### config.mk
export PLATFORM = sky130hd
export DESIGN_NAME = thread_block_dispatcher
export DESIGN_NICKNAME = d
export VERILOG_FILES = /design/src/rtl/thread_block_dispatcher_pkg.sv /design/src/rtl/thread_block_dispatcher_lzc.sv /design/src/rtl/thread_block_dispatcher.sv
export SDC_FILE = /design/constraint.sdc
export NUM_CORES = 1
export LEC_CHECK = 0
export CAP_MARGIN = 20
export CORE_UTILIZATION = 25
export CTS_CLUSTER_DIAMETER = 30
export DETAILED_ROUTE_END_ITERATION = 12
export SLEW_MARGIN = 15
export SYNTH_ARGS = -nofsm -noshare
export SYNTH_HDL_FRONTEND = slang
export SYNTH_SLANG_ARGS = --single-unit
### constraint.sdc
create_clock -name clk_i -period 4.4 [get_ports clk_i]
set_input_delay 0.88 -clock clk_i [delete_from_list [all_inputs] [get_ports clk_i]]
set_output_delay 0.88 -clock clk_i [all_outputs]
set_load 0.02 [all_outputs]
### src/rtl/thread_block_dispatcher_pkg.sv
// ---------------------------------------------------------------------------
// thread_block_dispatcher_pkg
// Shared compute-unit definitions used by the thread-block dispatcher:
//   - tbd_state_e      : dispatcher FSM state encoding
//   - lzc_cnt_width()  : count-output width of the lowest-free-id finder
// Block id / index / PC / address widths stay parameters of the modules.
// ---------------------------------------------------------------------------
package thread_block_dispatcher_pkg;

   localparam int unsigned TbdStateBits = 2;

   typedef enum logic [TbdStateBits-1:0] {
      TBD_IDLE     = 2'd0,
      TBD_DISPATCH = 2'd1,
      TBD_DRAIN    = 2'd2,
      TBD_DONE     = 2'd3
   } tbd_state_e;

   // A single-bit vector still needs a one-bit count output.
   function automatic int lzc_cnt_width(input int width);
      return (width > 1) ? $clog2(width) : 1;
   endfunction

endpackage

### src/rtl/thread_block_dispatcher_lzc.sv
// ---------------------------------------------------------------------------
// thread_block_dispatcher_lzc
// Leading/trailing zero counter, port-compatible with the common_cells lzc.
//   in_i    : vector to scan
//   cnt_o   : MODE=0 -> number of trailing zeros (index of lowest set bit)
//             MODE=1 -> number of leading zeros
//   empty_o : no bit of in_i is set (cnt_o is then 0)
// ---------------------------------------------------------------------------
module thread_block_dispatcher_lzc
   import thread_block_dispatcher_pkg::*;
#(
   parameter int WIDTH = 16,
   parameter bit MODE  = 1'b0
) (
   input  logic [WIDTH-1:0]                in_i,
   output logic [lzc_cnt_width(WIDTH)-1:0] cnt_o,
   output logic                            empty_o
);

   localparam int CntWidth = lzc_cnt_width(WIDTH);

   // The scan runs away from the bit that must win, so the last hit
   // assigned is the one closest to the counted end.
   always_comb begin
      cnt_o   = '0;
      empty_o = 1'b1;
      if (MODE == 1'b0) begin
         for (int i = WIDTH - 1; i >= 0; i--) begin
            if (in_i[i]) begin
               cnt_o   = CntWidth'(i);
               empty_o = 1'b0;
            end
         end
      end else begin
         for (int i = 0; i < WIDTH; i++) begin
            if (in_i[i]) begin
               cnt_o   = CntWidth'(WIDTH - 1 - i);
               empty_o = 1'b0;
            end
         end
      end
   end

endmodule

### src/rtl/thread_block_dispatcher.sv
// ---------------------------------------------------------------------------
// thread_block_dispatcher
// Launches a group of N thread blocks onto a compute unit, one warp
// allocation per cycle, tracks in-flight block ids and reports completion
// of the whole group.
//
// Ports
//   clk_i, rst_ni            : clock, synchronous active-low reset
//   cmd_valid_i/cmd_ready_o  : group-launch handshake
//   cmd_pc_i, cmd_dp_addr_i  : group start PC and data/parameter address
//   cmd_num_tblocks_i        : number of blocks N in the group (0 allowed)
//   warp_free_i              : compute unit can take a warp this cycle
//   allocate_warp_o          : warp allocation fires this cycle
//   allocate_pc_o / allocate_dp_addr_o / allocate_tblock_idx_o /
//   allocate_tblock_id_o     : allocation payload (0 when not allocating)
//   tblock_done_i, tblock_done_id_i : a block finished on the compute unit
//   grp_done_valid_o/grp_done_ready_i : group-completion handshake
//   busy_o                   : a group is in progress
//
// Handshakes: a transfer happens in every cycle where valid and ready are
// both high at the rising edge. A producer holding valid while ready is low
// keeps its payload stable. allocate_warp_o has no ready of its own: it is
// only raised when warp_free_i is already high, so it always transfers.
// ---------------------------------------------------------------------------
module thread_block_dispatcher
   import thread_block_dispatcher_pkg::*;
#(
   parameter int unsigned PcWidth       = 32,
   parameter int unsigned AddressWidth  = 32,
   parameter int unsigned TblockIdxBits = 4,
   parameter int unsigned TblockIdBits  = 4
) (
   input  logic                     clk_i,
   input  logic                     rst_ni,
   input  logic                     cmd_valid_i,
   output logic                     cmd_ready_o,
   input  logic [PcWidth-1:0]       cmd_pc_i,
   input  logic [AddressWidth-1:0]  cmd_dp_addr_i,
   input  logic [TblockIdxBits:0]   cmd_num_tblocks_i,
   input  logic                     warp_free_i,
   output logic                     allocate_warp_o,
   output logic [PcWidth-1:0]       allocate_pc_o,
   output logic [AddressWidth-1:0]  allocate_dp_addr_o,
   output logic [TblockIdxBits-1:0] allocate_tblock_idx_o,
   output logic [TblockIdBits-1:0]  allocate_tblock_id_o,
   input  logic                     tblock_done_i,
   input  logic [TblockIdBits-1:0]  tblock_done_id_i,
   output logic                     grp_done_valid_o,
   input  logic                     grp_done_ready_i,
   output logic                     busy_o
);

   localparam int unsigned NumIds   = 2 ** TblockIdBits;
   // One extra bit so a full group of 2**TblockIdxBits blocks never wraps.
   localparam int unsigned CntWidth = TblockIdxBits + 1;

   tbd_state_e                state_q, state_d;
   logic [PcWidth-1:0]        pc_q, pc_d;
   logic [AddressWidth-1:0]   dp_q, dp_d;
   logic [CntWidth-1:0]       num_q, num_d;
   logic [CntWidth-1:0]       disp_q, disp_d;
   logic [CntWidth-1:0]       comp_q, comp_d;
   logic [NumIds-1:0]         inflight_q, inflight_d;

   logic [NumIds-1:0]         free_vec;
   logic [TblockIdBits-1:0]   free_id;
   logic                      none_free;
   logic                      alloc_fire;
   logic                      done_fire;
   logic [CntWidth-1:0]       comp_total;

   // Lowest free id = lowest set bit of the inverted in-flight bitmap.
   assign free_vec = ~inflight_q;

   thread_block_dispatcher_lzc #(
      .WIDTH (NumIds),
      .MODE  (1'b0)
   ) u_free_lzc (
      .in_i    (free_vec),
      .cnt_o   (free_id),
      .empty_o (none_free)
   );

   assign alloc_fire = (state_q == TBD_DISPATCH) && warp_free_i && !none_free;
   // Completions for ids that are not in flight (or while idle) are dropped.
   assign done_fire  = tblock_done_i && (state_q != TBD_IDLE) &&
                       inflight_q[tblock_done_id_i];
   // Completed count including this cycle's completion, so DRAIN can leave
   // in the same cycle the last block reports back.
   assign comp_total = comp_q + CntWidth'(done_fire);

   assign cmd_ready_o           = (state_q == TBD_IDLE);
   assign busy_o                = (state_q != TBD_IDLE);
   assign grp_done_valid_o      = (state_q == TBD_DONE);
   assign allocate_warp_o       = alloc_fire;
   assign allocate_pc_o         = alloc_fire ? pc_q : '0;
   assign allocate_dp_addr_o    = alloc_fire ? dp_q : '0;
   assign allocate_tblock_idx_o = alloc_fire ? disp_q[TblockIdxBits-1:0] : '0;
   assign allocate_tblock_id_o  = alloc_fire ? free_id : '0;

   always_comb begin
      state_d    = state_q;
      pc_d       = pc_q;
      dp_d       = dp_q;
      num_d      = num_q;
      disp_d     = disp_q;
      comp_d     = comp_q;
      inflight_d = inflight_q;

      // Allocation and completion touch different ids (free vs in flight),
      // so applying both in one cycle cannot collide.
      if (alloc_fire) begin
         inflight_d[free_id] = 1'b1;
         disp_d              = disp_q + CntWidth'(1);
      end
      if (done_fire) begin
         inflight_d[tblock_done_id_i] = 1'b0;
         comp_d                       = comp_total;
      end

      case (state_q)
         TBD_IDLE: begin
            if (cmd_valid_i) begin
               pc_d       = cmd_pc_i;
               dp_d       = cmd_dp_addr_i;
               num_d      = cmd_num_tblocks_i;
               disp_d     = '0;
               comp_d     = '0;
               inflight_d = '0;
               state_d    = (cmd_num_tblocks_i == '0) ? TBD_DONE : TBD_DISPATCH;
            end
         end
         TBD_DISPATCH: begin
            if (alloc_fire && (disp_d == num_q)) begin
               state_d = TBD_DRAIN;
            end
         end
         TBD_DRAIN: begin
            if (comp_total == num_q) begin
               state_d = TBD_DONE;
            end
         end
         TBD_DONE: begin
            if (grp_done_ready_i) begin
               state_d = TBD_IDLE;
            end
         end
         default: state_d = TBD_IDLE;
      endcase
   end

   always_ff @(posedge clk_i) begin
      if (!rst_ni) begin
         state_q    <= TBD_IDLE;
         pc_q       <= '0;
         dp_q       <= '0;
         num_q      <= '0;
         disp_q     <= '0;
         comp_q     <= '0;
         inflight_q <= '0;
      end else begin
         state_q    <= state_d;
         pc_q       <= pc_d;
         dp_q       <= dp_d;
         num_q      <= num_d;
         disp_q     <= disp_d;
         comp_q     <= comp_d;
         inflight_q <= inflight_d;
      end
   end

   // A completion for an id that is not in flight is tolerated by the logic
   // above but reported, since it points at a compute-unit bug.
   a_done_in_flight : assert property (@(posedge clk_i) disable iff (!rst_ni)
      (tblock_done_i && (state_q != TBD_IDLE)) |-> inflight_q[tblock_done_id_i])
      else $warning("tblock_done_id %0d is not in flight, completion ignored",
                    tblock_done_id_i);

   a_alloc_needs_warp : assert property (@(posedge clk_i) disable iff (!rst_ni)
      allocate_warp_o |-> warp_free_i);

   a_cmd_stable : assert property (@(posedge clk_i) disable iff (!rst_ni)
      (cmd_valid_i && !cmd_ready_o) |=>
         ((cmd_pc_i == $past(cmd_pc_i)) &&
          (cmd_dp_addr_i == $past(cmd_dp_addr_i)) &&
          (cmd_num_tblocks_i == $past(cmd_num_tblocks_i))));

endmodule

# After elaboration in Yosys (flattened, before gate mapping)
# Index checks and enable logic that the tools add are counted.
# word_totals
memories,0
latch_bits,0
ramBits,0
mem_bits_ro,0
out_inout_bits,76
reg_bits,97
elab_cells,97
# classes
div,0
mul,0
order_cmp,4
n_shift,0
bitwise_logic,4
eq_ne,9
muxes,58
addsub,2
n_reduce_logical,13
# op_table
operator,count
$mux 4,18
$mux 16,4
$mux 32,2
$not 16->16,2
$mux 5,6
$mux 1,19
$and 16x16->16,1
$or 16x16->16,1
$eq 5x5->1,2
$lt 4x5->1 const B,2
$mux 2,5
$demux 1 s4,2
$ge 4x1->1 const B,2
$pmux 2 s4,1
$logic_and 1x1->1,7
$add 5x1->5,1
$add 5x1->5 const B,1
$logic_not 5->1,1
$bmux 1 s4,1
$eq 2x2->1 const B,2
$ne 2x1->1 const B,2
$ne 2x2->1 const B,2
$reduce_and 4->1,1
$eq 2x1->1 const B,1
4 further kinds,4

# Depth between registers and ports, before layout
# logic_depth
word_depth,27
mapped_depth,14
mapped_depth_nobuf,13

# Hierarchy
# Synthesis repeated with hierarchy kept, for this count alone.
# hier_totals
hier_cells,602
area_unflattened_um2,4872.2
# modules_own_cells
module,instances,cells_per_inst,seq_area_each_um2,area_per_inst_um2
thread_block_dispatcher,1,569,1941.9,4680.7
thread_block_dispatcher_lzc,1,33,0.0,191.4

# Worst setup path after synthesis
# No wires, ideal clock.
# synth_path
path_kind,input-to-reg
from,in tblock_done_id_i[0]
to,reg state_q[1]
stages,13
arrival_ps,3988
path_buffers,1
slack_ps,326
required_time_ps,4314
path_cell_list,clkbuf_1 mux4_2 mux2_2 o211a_1 ha_1 ha_1 o21ba_2 a22oi_1 a21oi_1 o41ai_1 and3_2 o21ai_2 a221oi_2
# synth_via
elab_chain_cells,7
# synth_rtl
element,line,rtl
from (decl),thread_block_dispatcher.sv:47,"input logic [TblockIdBits-1:0] tblock_done_id_i,"
$bmux 1 s4,thread_block_dispatcher.sv:87,inflight_q[tblock_done_id_i];
$mux 1 (implied by the code),thread_block_dispatcher.sv:87,
$logic_and 1x1->1,thread_block_dispatcher.sv:86,assign done_fire = tblock_done_i && (state_q != TBD_IDLE) &&
$add 5x1->5,thread_block_dispatcher.sv:90,assign comp_total = comp_q + CntWidth'(done_fire);
$eq 5x5->1,thread_block_dispatcher.sv:139,if (comp_total == num_q) begin
$ne 2x2->1 (no line),n/a,
$reduce_and 4->1 (no line),n/a,
to (signal assigned),thread_block_dispatcher.sv:162,state_q <= state_d;
to (decl),thread_block_dispatcher.sv:57,"tbd_state_e state_q, state_d;"
# Every way passes these cells. The select of a mux whose other input is x is not followed.
# A chain may end at the register's enable or synchronous reset.

# Final worst setup path
# layout_path
from,in tblock_done_id_i[1]
to,reg state_q[1]
# The elaborated chain is that of the path after synthesis.

==> summary.md <==
| Metric | Value |
|---|---|
| Run status | `finished with violations` |
| Violated checks | `design-rule violations` |
| # setup viols final | `0` |
| Total global-route track usage | `approximately 15%` |
| Crit-path max FO | `9` |
| Slew Viols, Final | `0` |
| Full die area | `19300 µm²` |
| Non-filler cells, final | `between 900 and 1000` |
| Skew final | `0.00822 ns` |
| Syn-to-layout area delta | `45.0%` |
| Clock tree root driver cell | `clkbuf_16` |
| Synthesis-stage register bit count | `between 90 and 100` |
| Max cap viols | `0` |
| DR WL met2 | `6380 µm` |
| Core footprint | `18100 µm²` |
| First-pass GRT wire length | `22500 µm` |
| Nets | `between 800 and 900` |
| Synthesized Nets | `679` |
| Dpl cell area | `around 6500 µm²` |
| VDD IR-drop max | `0.176 mV` |
| Crit end category | `flip-flop` |
| Initial antenna violation count | `0` |
| Ys flop type | `dfxtp_1` |
| Vias in the first global route | `4356` |
| Initial core utilization | `25.8%` |
| P per Cell Area | `378 nW/µm²` |
| Synthesized area | `4680 µm²` |
| Post-DRT Antenna Nets | `0` |
| Async set or reset register ratio after synthesis | `0%` |
| Insertion delay to the later sink of the worst-skew pair | `0.35 ns` |
| Largest net degree at the start of global routing | `72` |
| Final hold slack | `about 0.45 ns` |
| F_max | `roughly 0.24 GHz` |
| Die width | `139 µm` |
| R2R setup slack | `1.08 ns` |
| Syn_area_per_cell | `7.90 µm²` |
| Fin area | `6790 µm²` |
| Die Y | `139 µm` |
| DRC | `6` |
| Clk slew on worst S/H paths | `0.07 ns` |
| H-tree depth | `3` |
| # hold bufs at CTS | `0` |
| Critical path origin | `tblock_done_id_i[1]` |
| Startpoint types | `input port` |
| Util after Layout | `a little under two fifths` |
| Post-Place Setup Slack | `-0.0258 ns` |
| Wl on met1 | `5630 µm` |
| Detailed Place HPWL | `9600 µm` |
| Antenna cell count | `0` |
| Worst Hold Path Cells | `2` |
| Max Used Layer | `met4` |
| Critical Path AT | `4.34 ns` |
| GPL Wtd Cong | `between 0.9 and 1` |
| Total negative slack | `0 ns` |
| Drt initial violations | `190` |
| Hold Crit Class | `flip-flop to flip-flop` |
| Worst slew margin | `37.6%` |
| Setup ws final | `approximately 0.32 ns` |
| Fillers | `1901` |
| Total gr overflow | `0` |
| WL/cell | `14.1 µm` |
| Reg2Reg Depth | `14` |
| Post-CTS Resized | `0` |
| Number of synthesized flops with an enable pin | `0` |
| Reg2reg end | `state_q[1]` |
| Post-CTS Setup Repair Bufs | `0` |
| Worst-margin pin slew | `0.934 ns` |
| Met3 Routed Length | `1340 µm` |
| Reg2reg start | `state_q[0]` |
| Total CTS buffers | `9` |
| Netlist cell types | `52` |
| Clock Path Buffers | `2` |
| Fin. Hold Viols | `0` |
| Yosys top cell area share | `41.5%` |
| Vias/cell | `4.67` |
| Num rows | `about 50` |
| Wirelength, routed | `13600 µm` |
| Dominant cell type by area after synthesis | `dfxtp_1` |
| RSZ-0062 raised after global routing | `false` |
| Synth Warn # | `0` |
| Port Buffers | `around 150` |
| CTS tree | `built` |
| WP data required | `4.66 ns` |
| Io pins | `between 150 and 200` |
| Part of the Yosys area used for sequential elements | `around two fifths` |
| Sink Count | `97` |
| Via count | `roughly 4500` |
| Tcrit/Tclk final | `92.8%` |
| Area contributors post-synth | `dfxtp_1 41%, nand2_1 13%, and2_1 9.5%` |
| Total power | `2.57 mW` |
| 1st-pass router iterations | `8` |
| Placed Cells | `952` |
| Cells after synthesis | `about 590` |
| Layout cell share with drive strength beyond 1 | `6.63%` |
| CP Capture Point | `state_q[1]` |
| Leak Pwr | `2.48 nW` |
| Crit path kind | `input port to flip-flop` |
| Post-layout min period | `4.08 ns` |
==> cell type report <==
type | instances | area, µm² | share of cell area, %
sequential | 97 | 1940 | 28.6
clock inverter | 7 | 58.8 | 0.867
inverter | 11 | 43.8 | 0.645
timing repair buffer | 169 | 1680 | 24.7
clock buffer | 9 | 225 | 3.32
multi-input combinational | 446 | 2550 | 37.6
tap | 229 | 287 | 4.22
==> logic make-up after synthesis <==
family,count (synthesis),synth area share [%]
muxes,8,2.81
DFF,97,41.5
adders and majority gates,8,2.14
and+or+nand+nor,287,29.3
xor gates and xnor gates,16,2.99
AOI/OAI and AO/OA,127,17.2
buffers and inverters,49,4.06
==> worst max-delay path, cell delays in order <==
cell and delay (ns):
clkdlybuf4s50_1 0.46, buf_4 0.17, mux4_2 0.52, mux2_2 0.27
o211a_1 0.22, ha_1 0.20, ha_1 0.22, o21ba_2 0.20
a22oi_1 0.18, a21oi_1 0.09, o41ai_1 0.33, and3_2 0.26
o21ai_2 0.08, a221oi_2 0.27
==> flip-flops by register name, summed over array words and instances, names as in the netlist <==
signal	count
dp_q	32
pc_q	32
inflight_q	16
comp_q	5
disp_q	5
num_q	5
state_q	2
==> metal layers <==
layer,GRT usage (%),up-vias
li1,-,2286
met1,16.9,2077
met2,23.6,140
met3,5.94,21
met4,6.37,0
met5,0,-
==> layout by cell type, fill, tap and decap left out, drive strengths merged, types with 3 or more instances in the layout <==
master / synthesis / final
a211oi: 13 / 13
nor4: 3 / 3
nor2: 18 / 18
a31oi: 8 / 8
a41oi: 3 / 3
nand4: 6 / 6
dfxtp: 97 / 97
nor2b: 6 / 6
clkbuf: 37 / 9
mux2i: 3 / 3
nand3: 6 / 6
o21ai: 5 / 5
nor3: 4 / 4
and4: 3 / 3
and3: 5 / 5
nand2b: 3 / 3
o211ai: 3 / 3
mux4: 4 / 4
a221oi: 4 / 4
clkdlybuf4s50: 0 / 154
ha: 8 / 8
inv: 11 / 15
and2: 71 / 71
nand3b: 3 / 3
nand2: 156 / 156
xnor2: 6 / 6
xor2: 10 / 10
a21oi: 75 / 75
buf: 1 / 15
==> how the worst min path moves through the flow <==
stage | start | endpoint | slack, ns
2_1_floorplan | dp_q[0] | dp_q[0] | 0.43
4_1_cts | pc_q[23] | pc_q[23] | 0.45
6_report | pc_q[3] | pc_q[3] | 0.45
3_5_place_dp | dp_q[21] | dp_q[21] | 0.44
5_1_grt | pc_q[17] | pc_q[17] | 0.47
3_3_place_gp | pc_q[18] | pc_q[18] | 0.44
==> power breakdown <==
part | internal, mW | leakage, nW | total, mW | switching (mW)
sequential | 1.00 | 0.792 | 1.07 | 0.0629
combinational | 0.307 | 1.55 | 0.734 | 0.426
clock | 0.394 | 0.139 | 0.768 | 0.374
total | 1.70 | 2.48 | 2.57 | 0.863
==> cell usage after synthesis, drive strengths merged, types with 4 or more instances <==
| cell | count |
|---|---|
| nand2 | 156 |
| dfxtp | 97 |
| a21oi | 75 |
| and2 | 71 |
| clkbuf | 37 |
| nor2 | 18 |
| a211oi | 13 |
| inv | 11 |
| xor2 | 10 |
| a31oi | 8 |
| ha | 8 |
| nand3 | 6 |
| nand4 | 6 |
| nor2b | 6 |
| xnor2 | 6 |
| and3 | 5 |
| o21ai | 5 |
| a221oi | 4 |
| mux4 | 4 |
| nor3 | 4 |
Power figures use the tool's default switching activity.
